`src/rtl/operand_fetch_if.sv`:
```
// operand_fetch_if: bundle of every handshake and data wire around the operand-fetch stage.
//
// Signal groups
//   decode side   : in_valid, in_ready, in_srcA, in_srcB, in_dstE, in_dstM
//   regfile read  : srcA, srcB (to regfile), A, B (read data back)
//   regfile write : wb_dstM, wb_dstE, wb_M, wb_E (snooped write ports)
//   execute side  : out_valid, out_ready, out_A, out_B, out_dstE, out_dstM
//
// Modports
//   slave  : the operand_fetch block itself
//   master : the environment (decode, register file and execute together)

interface operand_fetch_if;
  logic       in_valid;
  logic       in_ready;
  logic [2:0] in_srcA;
  logic [2:0] in_srcB;
  logic [2:0] in_dstE;
  logic [2:0] in_dstM;

  logic [2:0] srcA;
  logic [2:0] srcB;
  logic [7:0] A;
  logic [7:0] B;

  logic [2:0] wb_dstM;
  logic [2:0] wb_dstE;
  logic [7:0] wb_M;
  logic [7:0] wb_E;

  logic       out_valid;
  logic       out_ready;
  logic [7:0] out_A;
  logic [7:0] out_B;
  logic [2:0] out_dstE;
  logic [2:0] out_dstM;

  modport slave (
    input  in_valid, in_srcA, in_srcB, in_dstE, in_dstM,
    input  A, B,
    input  wb_dstM, wb_dstE, wb_M, wb_E,
    input  out_ready,
    output in_ready,
    output srcA, srcB,
    output out_valid, out_A, out_B, out_dstE, out_dstM
  );

  modport master (
    output in_valid, in_srcA, in_srcB, in_dstE, in_dstM,
    output A, B,
    output wb_dstM, wb_dstE, wb_M, wb_E,
    output out_ready,
    input  in_ready,
    input  srcA, srcB,
    input  out_valid, out_A, out_B, out_dstE, out_dstM
  );
endinterface

```
`src/rtl/operand_fetch.sv`:
```
// operand_fetch: reader-side companion to an 8 x 8-bit register file.
//
// Accepts decoded instructions over a valid/ready handshake, drives the register file
// read addresses, resolves RAW hazards with a per-register outstanding-write counter
// and (optionally) a same-cycle writeback bypass, then registers the operands and
// destinations into a one-entry output stage that feeds execute.
//
// Ports
//   clk   : clock, all state changes on the rising edge
//   rst_n : synchronous active-low reset
//   bus   : operand_fetch_if.slave (decode, regfile read/write snoop, execute)
//
// Parameters
//   MAX_OUT : outstanding writes tracked per register (counters are 2 bits wide)
//
// Build option
//   OPFETCH_BYPASS_EN : when defined, a source whose single outstanding write retires
//                       this cycle takes its value from wb_M/wb_E and issues at once.
//                       When undefined, a source must have no outstanding write and
//                       wb_M/wb_E are unused.

module operand_fetch #(
  parameter int unsigned MAX_OUT = 3
) (
  input  logic           clk,
  input  logic           rst_n,
  operand_fetch_if.slave bus
);

  localparam logic [1:0] CntMax = 2'(MAX_OUT);

  typedef enum logic [0:0] {StEmpty, StFull} state_e;

  state_e          state_q;
  logic [7:0][1:0] cnt_q;
  logic [7:0][1:0] cnt_d;
  logic [7:0]      out_a_q;
  logic [7:0]      out_b_q;
  logic [2:0]      out_dste_q;
  logic [2:0]      out_dstm_q;

  logic [7:0] issue_vec;
  logic [7:0] retire_vec;
  logic [7:0] full_vec;
  logic [7:0] pending_vec;

  logic       byp_ok_a;
  logic       byp_ok_b;
  logic [7:0] byp_data_a;
  logic [7:0] byp_data_b;
  logic [8:0] res_a;
  logic [8:0] res_b;

  logic       sat_stall;
  logic       stall;
  logic       in_ready;
  logic       accept;

  // Register file read addresses are straight copies of the decoded sources.
  assign bus.srcA = bus.in_srcA;
  assign bus.srcB = bus.in_srcB;

  // Issue and retire sets. When both ports name the same register it counts once,
  // with the M port taking priority as in the register file.
  always_comb begin
    issue_vec  = '0;
    retire_vec = '0;
    if (bus.in_dstM != 3'd0) begin
      issue_vec[bus.in_dstM] = 1'b1;
    end
    if (bus.in_dstE != 3'd0 && bus.in_dstE != bus.in_dstM) begin
      issue_vec[bus.in_dstE] = 1'b1;
    end
    if (bus.wb_dstM != 3'd0) begin
      retire_vec[bus.wb_dstM] = 1'b1;
    end
    if (bus.wb_dstE != 3'd0 && bus.wb_dstE != bus.wb_dstM) begin
      retire_vec[bus.wb_dstE] = 1'b1;
    end
  end

  always_comb begin
    full_vec    = '0;
    pending_vec = '0;
    for (int i = 1; i < 8; i++) begin
      full_vec[i]    = (cnt_q[i] == CntMax);
      pending_vec[i] = (cnt_q[i] != 2'd0);
    end
  end

`ifdef OPFETCH_BYPASS_EN
  // A register retiring this cycle is written from wb_M if M names it, else wb_E.
  assign byp_ok_a   = retire_vec[bus.in_srcA];
  assign byp_ok_b   = retire_vec[bus.in_srcB];
  assign byp_data_a = (bus.in_srcA == bus.wb_dstM) ? bus.wb_M : bus.wb_E;
  assign byp_data_b = (bus.in_srcB == bus.wb_dstM) ? bus.wb_M : bus.wb_E;
`else
  logic unused_wb_data;

  assign byp_ok_a       = 1'b0;
  assign byp_ok_b       = 1'b0;
  assign byp_data_a     = 8'h00;
  assign byp_data_b     = 8'h00;
  assign unused_wb_data = ^{bus.wb_M, bus.wb_E};
`endif

  // Returns {resolved, operand} for one source.
  function automatic logic [8:0] resolve(input logic [2:0] src,
                                         input logic [1:0] cnt,
                                         input logic       byp_ok,
                                         input logic [7:0] rf_data,
                                         input logic [7:0] byp_data);
    logic [8:0] r;
    if (src == 3'd0) begin
      r = {1'b1, 8'h00};
    end else if (cnt == 2'd0) begin
      r = {1'b1, rf_data};
    end else if (byp_ok && cnt == 2'd1) begin
      r = {1'b1, byp_data};
    end else begin
      r = {1'b0, rf_data};
    end
    return r;
  endfunction

  assign res_a = resolve(bus.in_srcA, cnt_q[bus.in_srcA], byp_ok_a, bus.A, byp_data_a);
  assign res_b = resolve(bus.in_srcB, cnt_q[bus.in_srcB], byp_ok_b, bus.B, byp_data_b);

  // A destination at its counter limit may still issue if one of its writes retires now.
  assign sat_stall = |(issue_vec & full_vec & ~retire_vec);
  assign stall     = !res_a[8] || !res_b[8] || sat_stall;

  // Independent of in_valid so decode can present and withdraw freely.
  assign in_ready     = rst_n && !stall && (state_q == StEmpty || bus.out_ready);
  assign accept       = bus.in_valid && in_ready;
  assign bus.in_ready = in_ready;

  // Retiring a register with no outstanding write leaves its counter at zero.
  always_comb begin
    cnt_d = '0;
    for (int i = 1; i < 8; i++) begin
      cnt_d[i] = cnt_q[i]
               + 2'(issue_vec[i] && accept)
               - 2'(retire_vec[i] && pending_vec[i]);
    end
  end

  always_ff @(posedge clk) begin
    if (!rst_n) begin
      state_q    <= StEmpty;
      cnt_q      <= '0;
      out_a_q    <= 8'h00;
      out_b_q    <= 8'h00;
      out_dste_q <= 3'd0;
      out_dstm_q <= 3'd0;
    end else begin
      cnt_q <= cnt_d;
      unique case (state_q)
        StEmpty: begin
          if (accept) begin
            state_q <= StFull;
          end
        end
        StFull: begin
          if (!accept && bus.out_ready) begin
            state_q <= StEmpty;
          end
        end
        default: state_q <= StEmpty;
      endcase
      // Output data holds after a drain; it only changes on a new accept.
      if (accept) begin
        out_a_q    <= res_a[7:0];
        out_b_q    <= res_b[7:0];
        out_dste_q <= bus.in_dstE;
        out_dstm_q <= bus.in_dstM;
      end
    end
  end

  assign bus.out_valid = (state_q == StFull);
  assign bus.out_A     = out_a_q;
  assign bus.out_B     = out_b_q;
  assign bus.out_dstE  = out_dste_q;
  assign bus.out_dstM  = out_dstm_q;

  // A writeback to a register with nothing outstanding means decode and writeback disagree.
  retire_has_pending: assert property (
    @(posedge clk) disable iff (!rst_n) (retire_vec & ~pending_vec) == 8'h00
  );

endmodule

```
`src/flat_wrapper.sv`:
```
// flat-port wrapper written by rule: the top's interface ports become plain ports
module operand_fetch_flat 
#(
  parameter int unsigned MAX_OUT = 3
)
  (clk, rst_n, bus_in_valid, bus_in_srcA, bus_in_srcB, bus_in_dstE, bus_in_dstM, bus_A, bus_B, bus_wb_dstM, bus_wb_dstE, bus_wb_M, bus_wb_E, bus_out_ready, bus_in_ready, bus_srcA, bus_srcB, bus_out_valid, bus_out_A, bus_out_B, bus_out_dstE, bus_out_dstM);
  operand_fetch_if bus_i ();
  input  logic clk;
  input  logic rst_n;
  input wire logic [$bits(bus_i.in_valid)-1:0] bus_in_valid;
  input wire logic [$bits(bus_i.in_srcA)-1:0] bus_in_srcA;
  input wire logic [$bits(bus_i.in_srcB)-1:0] bus_in_srcB;
  input wire logic [$bits(bus_i.in_dstE)-1:0] bus_in_dstE;
  input wire logic [$bits(bus_i.in_dstM)-1:0] bus_in_dstM;
  input wire logic [$bits(bus_i.A)-1:0] bus_A;
  input wire logic [$bits(bus_i.B)-1:0] bus_B;
  input wire logic [$bits(bus_i.wb_dstM)-1:0] bus_wb_dstM;
  input wire logic [$bits(bus_i.wb_dstE)-1:0] bus_wb_dstE;
  input wire logic [$bits(bus_i.wb_M)-1:0] bus_wb_M;
  input wire logic [$bits(bus_i.wb_E)-1:0] bus_wb_E;
  input wire logic [$bits(bus_i.out_ready)-1:0] bus_out_ready;
  output wire logic [$bits(bus_i.in_ready)-1:0] bus_in_ready;
  output wire logic [$bits(bus_i.srcA)-1:0] bus_srcA;
  output wire logic [$bits(bus_i.srcB)-1:0] bus_srcB;
  output wire logic [$bits(bus_i.out_valid)-1:0] bus_out_valid;
  output wire logic [$bits(bus_i.out_A)-1:0] bus_out_A;
  output wire logic [$bits(bus_i.out_B)-1:0] bus_out_B;
  output wire logic [$bits(bus_i.out_dstE)-1:0] bus_out_dstE;
  output wire logic [$bits(bus_i.out_dstM)-1:0] bus_out_dstM;
  assign bus_i.in_valid = bus_in_valid;
  assign bus_i.in_srcA = bus_in_srcA;
  assign bus_i.in_srcB = bus_in_srcB;
  assign bus_i.in_dstE = bus_in_dstE;
  assign bus_i.in_dstM = bus_in_dstM;
  assign bus_i.A = bus_A;
  assign bus_i.B = bus_B;
  assign bus_i.wb_dstM = bus_wb_dstM;
  assign bus_i.wb_dstE = bus_wb_dstE;
  assign bus_i.wb_M = bus_wb_M;
  assign bus_i.wb_E = bus_wb_E;
  assign bus_i.out_ready = bus_out_ready;
  assign bus_in_ready = bus_i.in_ready;
  assign bus_srcA = bus_i.srcA;
  assign bus_srcB = bus_i.srcB;
  assign bus_out_valid = bus_i.out_valid;
  assign bus_out_A = bus_i.out_A;
  assign bus_out_B = bus_i.out_B;
  assign bus_out_dstE = bus_i.out_dstE;
  assign bus_out_dstM = bus_i.out_dstM;
  operand_fetch #(.MAX_OUT(MAX_OUT)) u_core (.clk(clk), .rst_n(rst_n), .bus(bus_i));
endmodule
```
`config.mk`:
```
export PLATFORM = sky130hd
export DESIGN_NAME = operand_fetch_flat
export DESIGN_NICKNAME = d
export VERILOG_FILES = /design/src/rtl/operand_fetch_if.sv /design/src/rtl/operand_fetch.sv /design/src/flat_wrapper.sv
export SDC_FILE = /design/constraint.sdc
export NUM_CORES = 1
export LEC_CHECK = 0
export CELL_PAD_IN_SITES_DETAIL_PLACEMENT = 1
export CELL_PAD_IN_SITES_GLOBAL_PLACEMENT = 1
export CORE_ASPECT_RATIO = 0.8
export CORE_MARGIN = 5
export CORE_UTILIZATION = 29
export DETAILED_ROUTE_END_ITERATION = 7
export PLACE_DENSITY = 0.77
export SLEW_MARGIN = 20
export SYNTH_ARGS = -nofsm -noshare
export SYNTH_HDL_FRONTEND = slang
export SYNTH_SLANG_ARGS = --single-unit
```
`constraint.sdc`:
```
create_clock -name clk -period 3.1 [get_ports clk]
set_clock_uncertainty 0.1 [all_clocks]
set_input_delay 0.62 -clock clk [delete_from_list [all_inputs] [get_ports clk]]
set_output_delay 0.62 -clock clk [all_outputs]
set_load 0.01 [all_outputs]
```
# Yosys cells after proc, flatten, opt, wreduce, memory -nomap -nowiden
# Cells that the tools add are included.
totals:
  register_bits: 39
  out_inout_bits: 30
  wordCells: 122
op_classes:
  addsub: 14
  order_cmp: 10
  eq_ne: 9
  n_mux: 23
  bitwise: 6
  reduce_logical: 47
ops:
  columns: ["operator", "n"]
  rows:
  - ["two-way mux 9 bit", 4]
  - ["two-way mux 8 bit", 4]
  - ["logical AND 1 bit", 24]
  - ["less-than comparator 3 x 4 -> 1 bit (second input constant)", 6]
  - ["AND 8 bit", 2]
  - ["OR 8 bit", 2]
  - ["adder 2 x 1 -> 2 bit", 7]
  - ["equality test 2 bit (second input constant)", 7]
  - ["nonzero test 2 bit", 7]
  - ["subtractor 2 x 1 -> 2 bit", 7]
  - ["binary-select mux 2 bit (select 3 bit)", 2]
  - ["demux 1 bit (select 3 bit)", 4]
  - [">= comparator 3 x 1 -> 1 bit (second input constant)", 4]
  - ["nonzero test 3 bit", 4]
  - ["inverter 8 bit", 1]
  - ["OR reduction 8 bit", 1]
  - ["logical NOT 3 bit", 2]
  - ["two-way mux 1 bit", 6]
  - ["!= test 3 bit", 2]
  - ["logical NOT 1 bit", 4]
  - ["logical NOT 2 bit", 2]
  - ["two-way mux 2 bit", 2]
  - ["logical OR 1 bit", 3]
  - ["one-hot mux 1 bit (2 select lines)", 1]
  - ["inverter 1 bit", 1]

# Longest topological paths before layout
# Gate-level depths: netlist (run 1).
depth:
  ltp_word: 19
  depth_mapped: 12
  ltp_nobuf: 10

# Worst setup path before layout (run 1)
# No wires, ideal clock.
synth_path:
  kind: "input to register"
  startpoint: "input bus_in_dstM[0]"
  endpoint: "register u_core.cnt_q[13] (netlist bit)"
  t_arrival_ns: 2.778
  slack_ns: 0.107
  cell_stages: 12
  n_path_buf: 2
  cell_sequence: "inv_2 > a32oi_1 > and4b_1 > or3_1 > or4_4 > buf_6 > buf_6 > a21oi_1 > ha_1 > xnor2_1 > xnor2_1 > and2_1"
synth_between:
  elab_chain_len: 18
  word_cells_on_any_way: 22
  cone_classes: "add/sub: 2; order compare: 2; eq/ne: 1; mux: 4; bitwise: 3; reduce/logical: 10"
synth_lines:
  columns: ["item", "line", "source"]
  rows:
  - ["from (decl)", "flat_wrapper.sv:14", "input wire logic [$bits(bus_i.in_dstM)-1:0] bus_in_dstM;"]
  - ["less-than comparator 3 x 4 -> 1 bit (not written as such) / >= comparator 3 x 1 -> 1 bit (equally long branches)", "operand_fetch.sv:69", "issue_vec[bus.in_dstM] = 1'b1;"]
  - ["logical AND 1 bit (not written as such)", "operand_fetch.sv:69", null]
  - ["two-way mux 1 bit (not written as such)", "operand_fetch.sv:69", null]
  - ["demux 1 bit (select 3 bit)", null, null]
  - ["two-way mux 8 bit", "operand_fetch.sv:68", "if (bus.in_dstM != 3'd0) begin"]
  - ["OR 8 bit (no source line)", null, null]
  - ["two-way mux 8 bit *", "operand_fetch.sv:71", "if (bus.in_dstE != 3'd0 && bus.in_dstE != bus.in_dstM) begin"]
  - ["AND 8 bit (2 in series)", "operand_fetch.sv:130", "assign sat_stall = |(issue_vec & full_vec & ~retire_vec);"]
  - ["OR reduction 8 bit", "operand_fetch.sv:130", null]
  - ["logical OR 1 bit", "operand_fetch.sv:131", "assign stall = !res_a[8] || !res_b[8] || sat_stall;"]
  - ["logical NOT 1 bit", "operand_fetch.sv:134", "assign in_ready = rst_n && !stall && (state_q == StEmpty || bus.out_ready);"]
  - ["logical AND 1 bit (2 in series)", "operand_fetch.sv:134", null]
  - ["logical AND 1 bit", "operand_fetch.sv:135", "assign accept = bus.in_valid && in_ready;"]
  - ["logical AND 1 bit *", "operand_fetch.sv:143", "+ 2'(issue_vec[i] && accept)"]
  - ["adder 2 x 1 -> 2 bit *", "operand_fetch.sv:143", null]
  - ["subtractor 2 x 1 -> 2 bit *", "operand_fetch.sv:144", "- 2'(retire_vec[i] && pending_vec[i]);"]
  - ["to (signal assigned)", "operand_fetch.sv:157", "cnt_q <= cnt_d;"]
  - ["to (decl)", "operand_fetch.sv:35", "logic [7:0][1:0] cnt_q;"]
# Mark *: on every way between the ends. The rest lies on a longest branch, timed or not.
# A chain may end at the register's enable or synchronous reset.

# Final worst setup path (run 1)
layout_path:
  startpoint: "input bus_in_dstM[2]"
  endpoint: "register u_core.cnt_q[3] (netlist bit)"
# Same word-level chain as after synthesis.

==> summary.txt, run 1 <==
STA
  – Worst-Margin Slew: between 0.4 and 0.5 ns
  – Tcrit/Tclk final: ~98%
  – Final min period: approximately 3.0 ns
  – Slew HR: 66.7%
  – Setup ws final: approximately 0.051 ns
  – Min Hold Slack: 0.365 ns
  – Fin. max-slew vios: 0
  – RSZ-0062 raised after global routing: false
  – Final hold vios: 0
  – Setup violators final: 0
  – Fmax: 328 MHz

Routing
  – Drt drc: 0
  – DR vias: 2168
  – Drt first pass iters: 5
  – WL final: roughly 7700 um
  – DR vias/cell: around 4.7
  – Initial DRC count: between 40 and 50
  – Post-route ant nets: 0
  – WL per Instance: 16.7 um

Die
  – Site Rows: 28
  – Die W: roughly 110 um
  – Area of the die: around 9500 sq um
  – I/O pins: 84
  – Initial core utilization: 29.9%
  – Core area: 7430 sq um
  – Chip Height: a little under 90 um

Final layout
  – Nets: roughly 420
  – Area growth, synth to finish: 61.7%
  – Antenna cells: 0
  – Final core utilization: between 40% and 50%
  – Share of cells above drive strength 1: 24.6%

Critical path
  – CP top delay family: simple AND/OR/NAND/NOR gates
  – CP Capture Point: u_core.cnt_q[3]
  – Crit-path max FO: 5
  – Worst setup SP type: primary input
  – Worst setup path start: bus_in_dstM[2]
  – R2R Path End: u_core.cnt_q[3]
  – R2R Path Start: u_core.cnt_q[13]
  – Crit path top cell by count: xnor2_1
  – CP arrival: 3.13 ns
  – Flop2flop setup slack: about 0.36 ns
  – Reg2Reg Depth: 10
  – Critical path cell sequence: dlygate4sd2_1, inv_2, buf_6, o32a_1, nor2_1, or3_4, or4_4, nor2_4, ha_4, xnor2_1, xnor2_1, and2_1
  – Crit path capture type: flip-flop
  – CP Class: in -> reg
  – Crit. path cell count: 12
  – Max stage delay on crit path: 0.60 ns
  – Crit path buffers/inverters: 3
  – Slowest cell on crit path: or4_4
  – Critical Path RT: approximately 3.2 ns

Clocking
  – Longest Clk Path Bufs: 2
  – Clk pin slew, worst setup/hold paths: about 0.080 ns
  – TritonCTS clock tree: done
  – Clock sink count: 37
  – H-tree levels: 2
  – Post-CTS Hold Buffers: 0
  – TritonCTS Buffers: 5
  – Root buf cell: clkbuf_8
  – Clk_lat worst skew: ~0.29 ns

GRT
  – Largest net degree at the start of global routing: between 40 and 50
  – Vias in the first global route: between 2000 and 2500
  – Grt ovf: 0
  – Initial antenna violation count: 0
  – Global Route Usage Sum: between 10% and 20%
  – First-pass GRT wire length: ~12000 um

Place
  – Place WS: -0.630 ns
  – Detail Placement HPWL: 5580 um
  – GP Congestion: 0.853
  – PortBufs: 67

Synthesis
  – Post-synth net total: 326
  – Cells after synthesis: roughly 260
  – FF+latch count, synth: 37
  – Post-synth ARST share: 0%
  – Area of the mapped netlist: between 2000 and 2500 sq um
  – Synthesized area per cell: between 8 and 9 sq um
  – EDFF count, synth: 0
  – Most used DFF post-synth: dfxtp_1
  – Ys Warns: 0
  – Yosys cell types: 39
  – Seq/Total Area, Yosys: ~33%

Power and ir drop
  – Peak supply drop: 251 uV
  – Final Total Pwr: ~1.4 mW
  – Pwr dens: 400 nW/um^2
  – Leakage: ~1.6 nW

Hold path
  – Tightest Hold Check Type: reg -> reg

Run status
  – Status: finished, final reports clean

Run
  – Max-cap violations: 0
-- how the worst min path moves through the flow --
stage	start	to	slack, ns	cells after the start
final	u_core.bus.out_B[7]	u_core.bus.out_B[7]	0.36	2
after global routing	u_core.bus.out_dstE[1]	u_core.bus.out_dstE[1]	0.39	2
after CTS	u_core.bus.out_dstE[2]	u_core.bus.out_dstE[2]	0.37	2
after global placement	u_core.bus.out_dstE[0]	u_core.bus.out_dstE[0]	0.34	2
after detailed placement	u_core.bus.out_dstE[1]	u_core.bus.out_dstE[1]	0.35	2
after floorplan	u_core.bus.out_A[0]	u_core.bus.out_A[0]	0.38	2
-- cell usage in the layout (no fill, tap or decap), types with 3 or more instances in the layout --
cell type / n
clkdlybuf4s50_1: 52
nand2_1: 43
dfxtp_1: 37
buf_4: 35
mux2i_1: 22
inv_1: 21
and2_1: 14
nor2_1: 13
xnor2_1: 11
ha_1: 10
dlygate4sd2_1: 6
nand2b_1: 5
clkbuf_8: 5
dlymetal6s2s_1: 5
inv_2: 4
nor2_4: 4
nand4_1: 3
nor2b_1: 3
xnor2_2: 3
-- cells in the mapped netlist, types with 3 or more instances --
cell / count / area, sq um
a32oi_1: 3 / 26.3
nand4_1: 3 / 18.8
ha_1: 14 / 175
nand2_1: 44 / 165
nand2b_1: 6 / 37.5
clkbuf_1: 4 / 15.0
and2_1: 14 / 87.6
nor2_1: 17 / 63.8
a21oi_1: 4 / 20.0
xnor2_1: 14 / 123
nor2b_1: 6 / 37.5
nand3_1: 3 / 15.0
inv_1: 23 / 86.3
buf_6: 4 / 45.0
buf_4: 6 / 45.0
mux2i_1: 22 / 220
dfxtp_1: 37 / 741
-- worst reg2reg max path, delay by kind of cell, from the launching register on --
| kind | cells | cell delay, ns |
|---|---|---|
| flops | 1 | 0.37 |
| mux | 1 | 0.29 |
| xor+xnor | 2 | 0.21 |
| simple gates | 6 | 1.54 |
| fa+ha+maj | 1 | 0.15 |
-- cell families after synthesis --
logic type,synth area share (%)
multiplexers,12.0
adder cells (fa/ha/maj),7.90
flip-flops,33.4
AO/OA/AOI/OAI,8.81
AND/OR/NAND/NOR,23.4
XOR/XNOR,5.53
buffers and inverters,8.97
-- sequential cells by signal, indices dropped and copies added (netlist names) --
| name | cells |
|---|---|
| u_core.bus.out_dstM | 3 |
| u_core.bus.out_B | 8 |
| u_core.cnt_q | 14 |
| u_core.bus.out_dstE | 3 |
| u_core.bus.out_A | 8 |
| u_core.bus.out_valid | 1 |
-- timing repair --
item	in CTS	in global routing
gates resized for setup	36	39
endpoints found under the setup margin	16	24
cloned	1	0
setup buffers	2	2
pin swaps	12	16
-- layout make-up --
class | count | area [sq um]
fill | 878 | 3840
multi-input combinational | 183 | 1540
timing repair buffer | 104 | 946
sequential | 37 | 741
tap | 105 | 131
inverter | 25 | 93.8
clock buffer | 5 | 68.8
clock inverter | 3 | 68.8
-- report_power, final --
group | switching [mW] | internal (mW) | total (mW)
sequential | 0.0270 | 0.508 | 0.535
clock | 0.187 | 0.324 | 0.511
combinational | 0.179 | 0.209 | 0.387
-- routing by layer --
| layer | part of all wire, % | wire, um | global-route usage (%) |
|---|---|---|---|
| met1 | 43 | 3340 | 19.1 |
| met2 | 51 | 3970 | 27.9 |
| met3 | 3.8 | 294 | 4.57 |
| met4 | 1.4 | 110 | 5.28 |
| met5 | 0 | 0 | 0 |
-- through the flow --
step | setup TNS (ns) | std cells | instance area, sq um
2_1_floorplan | 0 | 258 | 2220
3_3_place_gp | -11.12 | 449 | 3160
3_5_place_dp | -12.37 | 449 | 3160
4_1_cts | 0 | 460 | 3410
5_1_grt | 0 | 462 | 3590
6_report | 0 | 462 | 3590
(Power assumes the default switching activity.)
==> inputs of run 2 (changes only) <==
SLEW_MARGIN = default   (was 20)
==> results of run 2 <==
No change in the layout: final DEF, timing and power equal those of run 1.
